File: src/rtl/command_issue_scheduler_if.sv
// Request, issue and response signal bundle for the command issue scheduler.
// The master modport is the scheduler; the slave modport is its surrounding logic.
interface command_issue_scheduler_if #(
    parameter int NUM_REQ  = 3,
    parameter int REQ_ID_W = 3
);
    logic [NUM_REQ-1:0]    req_valid;
    logic [NUM_REQ*13-1:0] req_command;
    logic [NUM_REQ*64-1:0] req_address;
    logic [NUM_REQ*12-1:0] req_size;
    logic [NUM_REQ-1:0]    req_ready;

    logic                  cmd_valid;
    logic [12:0]           cmd_command;
    logic [63:0]           cmd_address;
    logic [11:0]           cmd_size;
    logic [7:0]            cmd_tag;
    logic [REQ_ID_W-1:0]   cmd_req_id;

    logic                  rsp_valid;
    logic [7:0]            rsp_tag;

    modport master (
        input  req_valid, req_command, req_address, req_size, rsp_valid, rsp_tag,
        output req_ready, cmd_valid, cmd_command, cmd_address, cmd_size, cmd_tag, cmd_req_id
    );

    modport slave (
        output req_valid, req_command, req_address, req_size, rsp_valid, rsp_tag,
        input  req_ready, cmd_valid, cmd_command, cmd_address, cmd_size, cmd_tag, cmd_req_id
    );
endinterface

File: src/rtl/command_issue_scheduler.sv
// Round-robin sharing of the PSL command interface among NUM_REQ requesters,
// with command-credit (croom) accounting and a tag pool recycled on responses.
module command_issue_scheduler #(
    parameter int NUM_REQ  = 3,
    parameter int NUM_TAGS = 64,
    parameter int REQ_ID_W = 3
) (
    input  logic                       clock,
    input  logic                       rst,
    input  logic                       enabled_in,
    input  logic [7:0]                 room_in,
    command_issue_scheduler_if.master  bus,
    output logic [8:0]                 outstanding,
    output logic [8:0]                 credits,
    output logic                       idle,
    output logic                       err_tag
);
    localparam int TAG_W = (NUM_TAGS > 1) ? $clog2(NUM_TAGS) : 1;

    logic                  r_enabled_q;
    logic [NUM_TAGS-1:0]   r_busy;
    logic [8:0]            r_credits;
    logic [8:0]            r_outstanding;
    logic [REQ_ID_W-1:0]   r_rr;
    logic                  r_err_tag;
    logic                  r_cmd_valid;
    logic [12:0]           r_cmd_command;
    logic [63:0]           r_cmd_address;
    logic [11:0]           r_cmd_size;
    logic [7:0]            r_cmd_tag;
    logic [REQ_ID_W-1:0]   r_cmd_req_id;

    logic                  w_tag_free;
    logic [TAG_W-1:0]      w_alloc_idx;
    logic [2*NUM_REQ-1:0]  w_dbl_req;
    logic                  w_win_found;
    logic [REQ_ID_W-1:0]   w_win_id;
    logic [REQ_ID_W-1:0]   w_next_rr;
    logic                  w_grant;
    logic [NUM_REQ-1:0]    w_req_ready;
    logic [12:0]           w_sel_command;
    logic [63:0]           w_sel_address;
    logic [11:0]           w_sel_size;
    logic [TAG_W-1:0]      w_rsp_idx;
    logic                  w_rsp_in_range;
    logic                  w_rsp_ok;
    logic                  w_rsp_err;
    logic                  w_load;
    logic [NUM_TAGS-1:0]   w_busy_next;

    // Lowest-index free tag, scanning from the top so the lowest hit is kept last.
    always_comb begin
        w_tag_free  = ~(&r_busy);
        w_alloc_idx = '0;
        for (int t = NUM_TAGS - 1; t >= 0; t--) begin
            w_alloc_idx = (!r_busy[t]) ? TAG_W'(t) : w_alloc_idx;
        end
    end

    // Round-robin winner: rotate the request vector so the rr pointer sits at bit 0.
    always_comb begin
        w_dbl_req   = {bus.req_valid, bus.req_valid} >> r_rr;
        w_win_found = 1'b0;
        w_win_id    = '0;
        for (int k = 0; k < NUM_REQ; k++) begin
            int sum;
            sum         = int'(r_rr) + k;
            sum         = (sum >= NUM_REQ) ? sum - NUM_REQ : sum;
            w_win_id    = (w_dbl_req[k] && !w_win_found) ? REQ_ID_W'(sum) : w_win_id;
            w_win_found = w_win_found | w_dbl_req[k];
        end
        w_next_rr = (int'(w_win_id) == NUM_REQ - 1) ? '0 : w_win_id + REQ_ID_W'(1);
    end

    // Grant qualification and the one-hot handshake back to the winner.
    always_comb begin
        w_grant = !rst && enabled_in && r_enabled_q && (r_credits != 9'd0)
                  && w_tag_free && w_win_found;
        if (w_grant) begin
            w_req_ready = NUM_REQ'(1) << w_win_id;
        end else begin
            w_req_ready = '0;
        end
    end

    // Payload mux for the winning requester.
    always_comb begin
        w_sel_command = 13'd0;
        w_sel_address = 64'd0;
        w_sel_size    = 12'd0;
        for (int i = 0; i < NUM_REQ; i++) begin
            w_sel_command = (w_win_id == REQ_ID_W'(i)) ? bus.req_command[13*i +: 13] : w_sel_command;
            w_sel_address = (w_win_id == REQ_ID_W'(i)) ? bus.req_address[64*i +: 64] : w_sel_address;
            w_sel_size    = (w_win_id == REQ_ID_W'(i)) ? bus.req_size[12*i +: 12]    : w_sel_size;
        end
    end

    // Response qualification; a busy tag can never equal the tag being allocated.
    always_comb begin
        w_rsp_idx      = bus.rsp_tag[TAG_W-1:0];
        w_rsp_in_range = ({1'b0, bus.rsp_tag} < 9'(NUM_TAGS));
        w_rsp_ok       = bus.rsp_valid && w_rsp_in_range && r_busy[w_rsp_idx];
        w_rsp_err      = bus.rsp_valid && !w_rsp_ok;
        w_load         = enabled_in && !r_enabled_q;
        w_busy_next    = r_busy;
        if (w_grant) begin
            w_busy_next[w_alloc_idx] = 1'b1;
        end else begin
            w_busy_next = r_busy;
        end
        if (w_rsp_ok) begin
            w_busy_next[w_rsp_idx] = 1'b0;
        end else begin
            w_busy_next = w_busy_next;
        end
    end

    // All scheduler state: enable history, tag pool, counters, rr pointer, issue register.
    always_ff @(posedge clock) begin
        if (rst) begin
            r_enabled_q   <= 1'b0;
            r_busy        <= '0;
            r_credits     <= 9'd0;
            r_outstanding <= 9'd0;
            r_rr          <= '0;
            r_err_tag     <= 1'b0;
            r_cmd_valid   <= 1'b0;
            r_cmd_command <= 13'd0;
            r_cmd_address <= 64'd0;
            r_cmd_size    <= 12'd0;
            r_cmd_tag     <= 8'd0;
            r_cmd_req_id  <= '0;
        end else begin
            r_enabled_q <= enabled_in;
            r_busy      <= w_busy_next;
            r_cmd_valid <= w_grant;
            if (w_grant) begin
                r_cmd_command <= w_sel_command;
                r_cmd_address <= w_sel_address;
                r_cmd_size    <= w_sel_size;
                r_cmd_tag     <= 8'(w_alloc_idx);
                r_cmd_req_id  <= w_win_id;
                r_rr          <= w_next_rr;
            end
            case ({w_grant, w_rsp_ok})
                2'b10:   r_outstanding <= r_outstanding + 9'd1;
                2'b01:   r_outstanding <= r_outstanding - 9'd1;
                default: r_outstanding <= r_outstanding;
            endcase
            // Enable rising edge overwrites the credit count with the PSL room.
            if (w_load) begin
                r_credits <= {1'b0, room_in};
            end else begin
                case ({w_grant, w_rsp_ok})
                    2'b10:   r_credits <= r_credits - 9'd1;
                    2'b01:   r_credits <= (r_credits == 9'd511) ? r_credits : r_credits + 9'd1;
                    default: r_credits <= r_credits;
                endcase
            end
            if (w_rsp_err) begin
                r_err_tag <= 1'b1;
            end
        end
    end

    assign bus.req_ready   = w_req_ready;
    assign bus.cmd_valid   = r_cmd_valid;
    assign bus.cmd_command = r_cmd_command;
    assign bus.cmd_address = r_cmd_address;
    assign bus.cmd_size    = r_cmd_size;
    assign bus.cmd_tag     = r_cmd_tag;
    assign bus.cmd_req_id  = r_cmd_req_id;
    assign outstanding     = r_outstanding;
    assign credits         = r_credits;
    assign idle            = !r_enabled_q && (r_outstanding == 9'd0);
    assign err_tag         = r_err_tag;
endmodule

File: src/flat_wrapper.sv
// flat-port wrapper written by rule: the top's interface ports become plain ports
module command_issue_scheduler_flat 
#(
    parameter int NUM_REQ  = 3,
    parameter int NUM_TAGS = 64,
    parameter int REQ_ID_W = 3
)
  (clock, rst, enabled_in, room_in, outstanding, credits, idle, err_tag, bus_req_valid, bus_req_command, bus_req_address, bus_req_size, bus_rsp_valid, bus_rsp_tag, bus_req_ready, bus_cmd_valid, bus_cmd_command, bus_cmd_address, bus_cmd_size, bus_cmd_tag, bus_cmd_req_id);
  command_issue_scheduler_if #(.NUM_REQ(NUM_REQ), .REQ_ID_W(REQ_ID_W)) bus_i ();
  input  logic clock;
  input  logic rst;
  input  logic enabled_in;
  input  logic [7:0] room_in;
  output logic [8:0] outstanding;
  output logic [8:0] credits;
  output logic idle;
  output logic err_tag;
  input wire logic [$bits(bus_i.req_valid)-1:0] bus_req_valid;
  input wire logic [$bits(bus_i.req_command)-1:0] bus_req_command;
  input wire logic [$bits(bus_i.req_address)-1:0] bus_req_address;
  input wire logic [$bits(bus_i.req_size)-1:0] bus_req_size;
  input wire logic [$bits(bus_i.rsp_valid)-1:0] bus_rsp_valid;
  input wire logic [$bits(bus_i.rsp_tag)-1:0] bus_rsp_tag;
  output wire logic [$bits(bus_i.req_ready)-1:0] bus_req_ready;
  output wire logic [$bits(bus_i.cmd_valid)-1:0] bus_cmd_valid;
  output wire logic [$bits(bus_i.cmd_command)-1:0] bus_cmd_command;
  output wire logic [$bits(bus_i.cmd_address)-1:0] bus_cmd_address;
  output wire logic [$bits(bus_i.cmd_size)-1:0] bus_cmd_size;
  output wire logic [$bits(bus_i.cmd_tag)-1:0] bus_cmd_tag;
  output wire logic [$bits(bus_i.cmd_req_id)-1:0] bus_cmd_req_id;
  assign bus_i.req_valid = bus_req_valid;
  assign bus_i.req_command = bus_req_command;
  assign bus_i.req_address = bus_req_address;
  assign bus_i.req_size = bus_req_size;
  assign bus_i.rsp_valid = bus_rsp_valid;
  assign bus_i.rsp_tag = bus_rsp_tag;
  assign bus_req_ready = bus_i.req_ready;
  assign bus_cmd_valid = bus_i.cmd_valid;
  assign bus_cmd_command = bus_i.cmd_command;
  assign bus_cmd_address = bus_i.cmd_address;
  assign bus_cmd_size = bus_i.cmd_size;
  assign bus_cmd_tag = bus_i.cmd_tag;
  assign bus_cmd_req_id = bus_i.cmd_req_id;
  command_issue_scheduler #(.NUM_REQ(NUM_REQ), .NUM_TAGS(NUM_TAGS), .REQ_ID_W(REQ_ID_W)) u_core (.clock(clock), .rst(rst), .enabled_in(enabled_in), .room_in(room_in), .bus(bus_i), .outstanding(outstanding), .credits(credits), .idle(idle), .err_tag(err_tag));
endmodule
File: config.mk
export PLATFORM = sky130hd
export DESIGN_NAME = command_issue_scheduler_flat
export DESIGN_NICKNAME = d
export VERILOG_FILES = /design/src/rtl/command_issue_scheduler_if.sv /design/src/rtl/command_issue_scheduler.sv /design/src/flat_wrapper.sv
export SDC_FILE = /design/constraint.sdc
export NUM_CORES = 1
export LEC_CHECK = 0
export ABC_AREA = 0
export BUFFER_PORTS_ARGS = -buffer_cell sky130_fd_sc_hd__buf_2
export CAP_MARGIN = 20
export CORE_AREA = 5 5 158 160
export DETAILED_ROUTE_END_ITERATION = 8
export DIE_AREA = 0 0 163 165
export PLACE_DENSITY = 0.9
export SLEW_MARGIN = 10
export SYNTH_ARGS = -nofsm -noshare
export SYNTH_HDL_FRONTEND = slang
export SYNTH_SLANG_ARGS = --single-unit
File: constraint.sdc
create_clock -name clock -period 15.3 [get_ports clock]
set_clock_uncertainty 0.1 [all_clocks]
set_input_delay 3.06 -clock clock [delete_from_list [all_inputs] [get_ports clock]]
set_output_delay 3.06 -clock clock [all_outputs]
set_load 0.05 [all_outputs]
==> flow_summary.json <==
{
  "status": "finished clean",
  "seq_area_frac_synth_pct": 33.0,
  "drv_slew": 0,
  "post_synth_fa_ha_maj_area_fraction_pct": 3.46,
  "pre_cts_slack_ns": 5.72,
  "cts_resized": 0,
  "yosys_warnings": 0,
  "post-route-period-util_pct": 62.7,
  "synthMuxAreaShare_pct": 2.89,
  "core_area_um2": 23300,
  "synthTopCellsByArea": "dfxtp_1 (33%), a31oi_1 (6.2%), nor3b_1 (5.9%), a211oi_1 (4.8%), a22oi_1 (4.7%)",
  "cap_violations": 0,
  "timing.final.ws_setup_ns": 5.70,
  "ir_worst_vdd_mv": 0.0619,
  "cts_tree": "yes",
  "nets": 1986,
  "grt.busiest_layer": "met2",
  "port_buffers": 411,
  "ys_top_cells_by_count": "dfxtp_1 (186), a31oi_1 (111), nor3b_1 (89)",
  "grtUsageMet3_pct": 11.8,
  "worst_r2r_endpoint": "u_core.outstanding[8]$_SDFFE_PP0P_",
  "min_path_cells": 2,
  "hold_path_end": "u_core.bus.cmd_tag[0]$_SDFFE_PP0P_",
  "insertion_delay_ns": 0.43,
  "async_flop_share_pct": 0,
  "ant_nets": 0,
  "worstHoldPathType": "reg2reg",
  "rows": 56,
  "die_area_um2": 26900,
  "use_met1_pct": 40.4,
  "worstReg2RegStart": "u_core.r_busy[1]$_SDFF_PP0_",
  "ys.flop_type": "dfxtp_1",
  "synth_edf_count": 0,
  "finalSetupViolCount": 0,
  "grtUsageMet2_pct": 51.1,
  "cts_num_sinks": 186,
  "synthSimpleGateAreaFrac_pct": 19.7,
  "worst-r2r-setup-slack_ns": 9.53,
  "die_y_um": 165,
  "overflow": 0,
  "antenna_found_initial": 3,
  "leakage_nw": 5.48,
  "netlist_area_um2": 11300,
  "post_cts_buffers": 0,
  "synth_cells": 1343,
  "slowest_delay_ns": 0.80,
  "slew_headroom_pct": 22.5,
  "grt_pass1_wl_mm": 67.4,
  "critPathBufInv": 4,
  "rsz0062_at_grt": "false",
  "crit_path_cell_trace": "buf_6 -> nor2b_1 -> and3_1 -> nand3_1 -> nor2_4 -> buf_4 -> buf_4 -> and3_1 -> buf_2",
  "synth_top_family_by_area": "compound AO/OA/AOI/OAI gates",
  "cts-root-buf": "clkbuf_16",
  "drt_iter0_drc": 1685,
  "synth-xor-area-share_pct": 1.32,
  "worst-endpoint-arrival_ns": 6.44,
  "drc": 0,
  "via_count": 12769,
  "max_clock_freq_ghz": 0.104,
  "path_max_fanout": 106,
  "die_w_um": 163,
  "finalHoldViolations": 0,
  "cts_buffers": 17,
  "cpLargestDelayFamily": "buffers and inverters",
  "drive_gt1_share_pct": 31.0,
  "grt_pass1_vias": 11872,
  "cts_buffer_depth": 2,
  "r2r_cells": 18,
  "cp-end-kind": "primary output",
  "post-route-cell-area_um2": 13800,
  "cpMaxStageDelayCell": "buf_4",
  "tightest_slew_ns": 1.16,
  "grt_max_degree": 107,
  "setup.worst_path.class": "in2out",
  "grt_use_total_pct": 32.2,
  "place_area_um2": 13200,
  "clk_pin_slew_worst_paths_ns": 0.07,
  "gp_congestion": 1.05,
  "synth.avg_cell_area_um2": 8.40,
  "yosysMostFrequentCell": "dfxtp_1",
  "initial_utilization_pct": 48.5,
  "hold_buffers": 0,
  "synth-compound-area-share_pct": 33.0,
  "dp_hpwl_mm": 34.5,
  "drt-pass1-iter-count": 7,
  "p_per_area_nw_per_um2": 92.1,
  "finalCriticalPeriod_ns": 9.60,
  "yosysTopAreaCellShare_pct": 33.0,
  "hp-start": "u_core.bus.cmd_tag[0]$_SDFFE_PP0P_",
  "via_per_inst": 6.39,
  "synth_cell_types": 78,
  "cp_data_required_time_ns": 12.14,
  "wl_mm": 46.3,
  "wl_per_cell_um": 23.2,
  "synth_seq_cells": 186,
  "htreeDepth": 4,
  "tns_ns": 0,
  "pin_count": 414,
  "layout-area-overhead-vs-synth_pct": 22.2,
  "startpoint_type": "input port",
  "synth_top_cell_by_area": "dfxtp_1"
}
[kinds of logic (layout without fill, tap and decap cells)]
| logic type | after synthesis | after routing |
|---|---|---|
| AOI/OAI and AO/OA | 538 | 538 |
| xor gates and xnor gates | 17 | 17 |
| adders and majority gates | 30 | 30 |
| buffers and inverters | 146 | 481 |
| DFF | 186 | 186 |
| muxes | 29 | 29 |
| other | 1 | 3 |
| and+or+nand+nor | 396 | 396 |
[cells in the final DEF, fill, tap and decap left out, types with 14 or more instances in the layout]
cell type	Yosys	final
buf_2	23	410
dfxtp_1	186	186
a31oi_1	111	111
nor3b_1	89	89
a21oi_1	79	79
nor2_1	78	77
o21ai_0	74	74
a211oi_1	72	72
a22oi_1	71	71
nand2_1	60	60
nand3_1	29	29
ha_1	28	28
inv_1	27	27
nand4_1	24	24
nor2b_1	22	22
nor3_1	21	21
o21ai_1	20	20
a22oi_2	20	20
o21ai_2	20	20
mux2i_1	18	18
clkbuf_16	0	17
and3_1	14	14
[worst max path at each step]
stage,slack [ns],to,start,depth (start not counted)
after global routing,5.49,bus_req_ready[0],rst,9
after global placement,5.82,bus_req_ready[0],rst,9
after floorplan,6.70,bus_req_ready[1],bus_req_valid[0],14
final,5.70,bus_req_ready[0],rst,9
after CTS,5.72,bus_req_ready[0],rst,9
after detailed placement,5.72,bus_req_ready[0],rst,9
[layer usage]
metal | vias to the layer above | wire length, um
li1 | 5800 | -
met1 | 6030 | 17400
met2 | 816 | 21300
met3 | 121 | 5940
met4 | 2 | 1640
met5 | - | 13
[stage by stage]
stage / total power, W / utilization, % / instances / hold WS (ns)
after floorplan: 0.000733 / - / 1344 / 0.373
after global placement: 0.000815 / 56.7 / 1966 / 0.341
after detailed placement: 0.000823 / 56.7 / 1966 / 0.354
after CTS: 0.00127 / 59.3 / 1998 / 0.364
after global routing: 0.00132 / 59.3 / 1998 / 0.385
final: 0.00127 / 59.3 / 1999 / 0.359
[worst register-to-register path: stages (launching register included)]
cell and delay, ns:
dfxtp_1 0.51, nand4_1 0.26, nor3_2 0.55, nand3_1 0.26
nor2_1 0.23, nor2_4 0.04, buf_4 0.41, inv_1 0.54
ha_1 0.57, inv_1 0.35, fa_1 0.47, nor2b_1 0.18
o21ai_0 0.12, a21boi_0 0.24, o21ai_0 0.13, a21oi_1 0.17
xnor2_1 0.10, or3_1 0.32, a21oi_1 0.15
[registers in the layout (all words and copies together) (netlist names), 3 cells and up]
signal,cells
u_core.bus.cmd_address,64
u_core.bus.cmd_command,13
u_core.r_rr,3
u_core.bus.cmd_size,12
u_core.bus.cmd_req_id,3
u_core.outstanding,9
u_core.bus.cmd_tag,6
u_core.r_busy,64
u_core.credits,9
[cell type report]
type / count / area (um2)
tap: 319 / 399
clock inverter: 14 / 156
sequential: 186 / 3720
clock buffer: 18 / 429
fill: 2085 / 9480
inverter: 29 / 109
antenna: 1 / 2.50
timing repair buffer: 420 / 2130
multi-input combinational: 1012 / 6840
[report_power, final]
| part | switching [W] | leakage [nW] | total, W | internal [W] |
|---|---|---|---|---|
| clock | 0.000220 | 0.286 | 0.000453 | 0.000233 |
| combinational | 0.000210 | 3.69 | 0.000309 | 0.0000982 |
| sequential | 0.0000106 | 1.50 | 0.000508 | 0.000498 |
| total | 0.000441 | 5.48 | 0.00127 | 0.000829 |
Note: power is estimated with default switching activity, not from simulation.
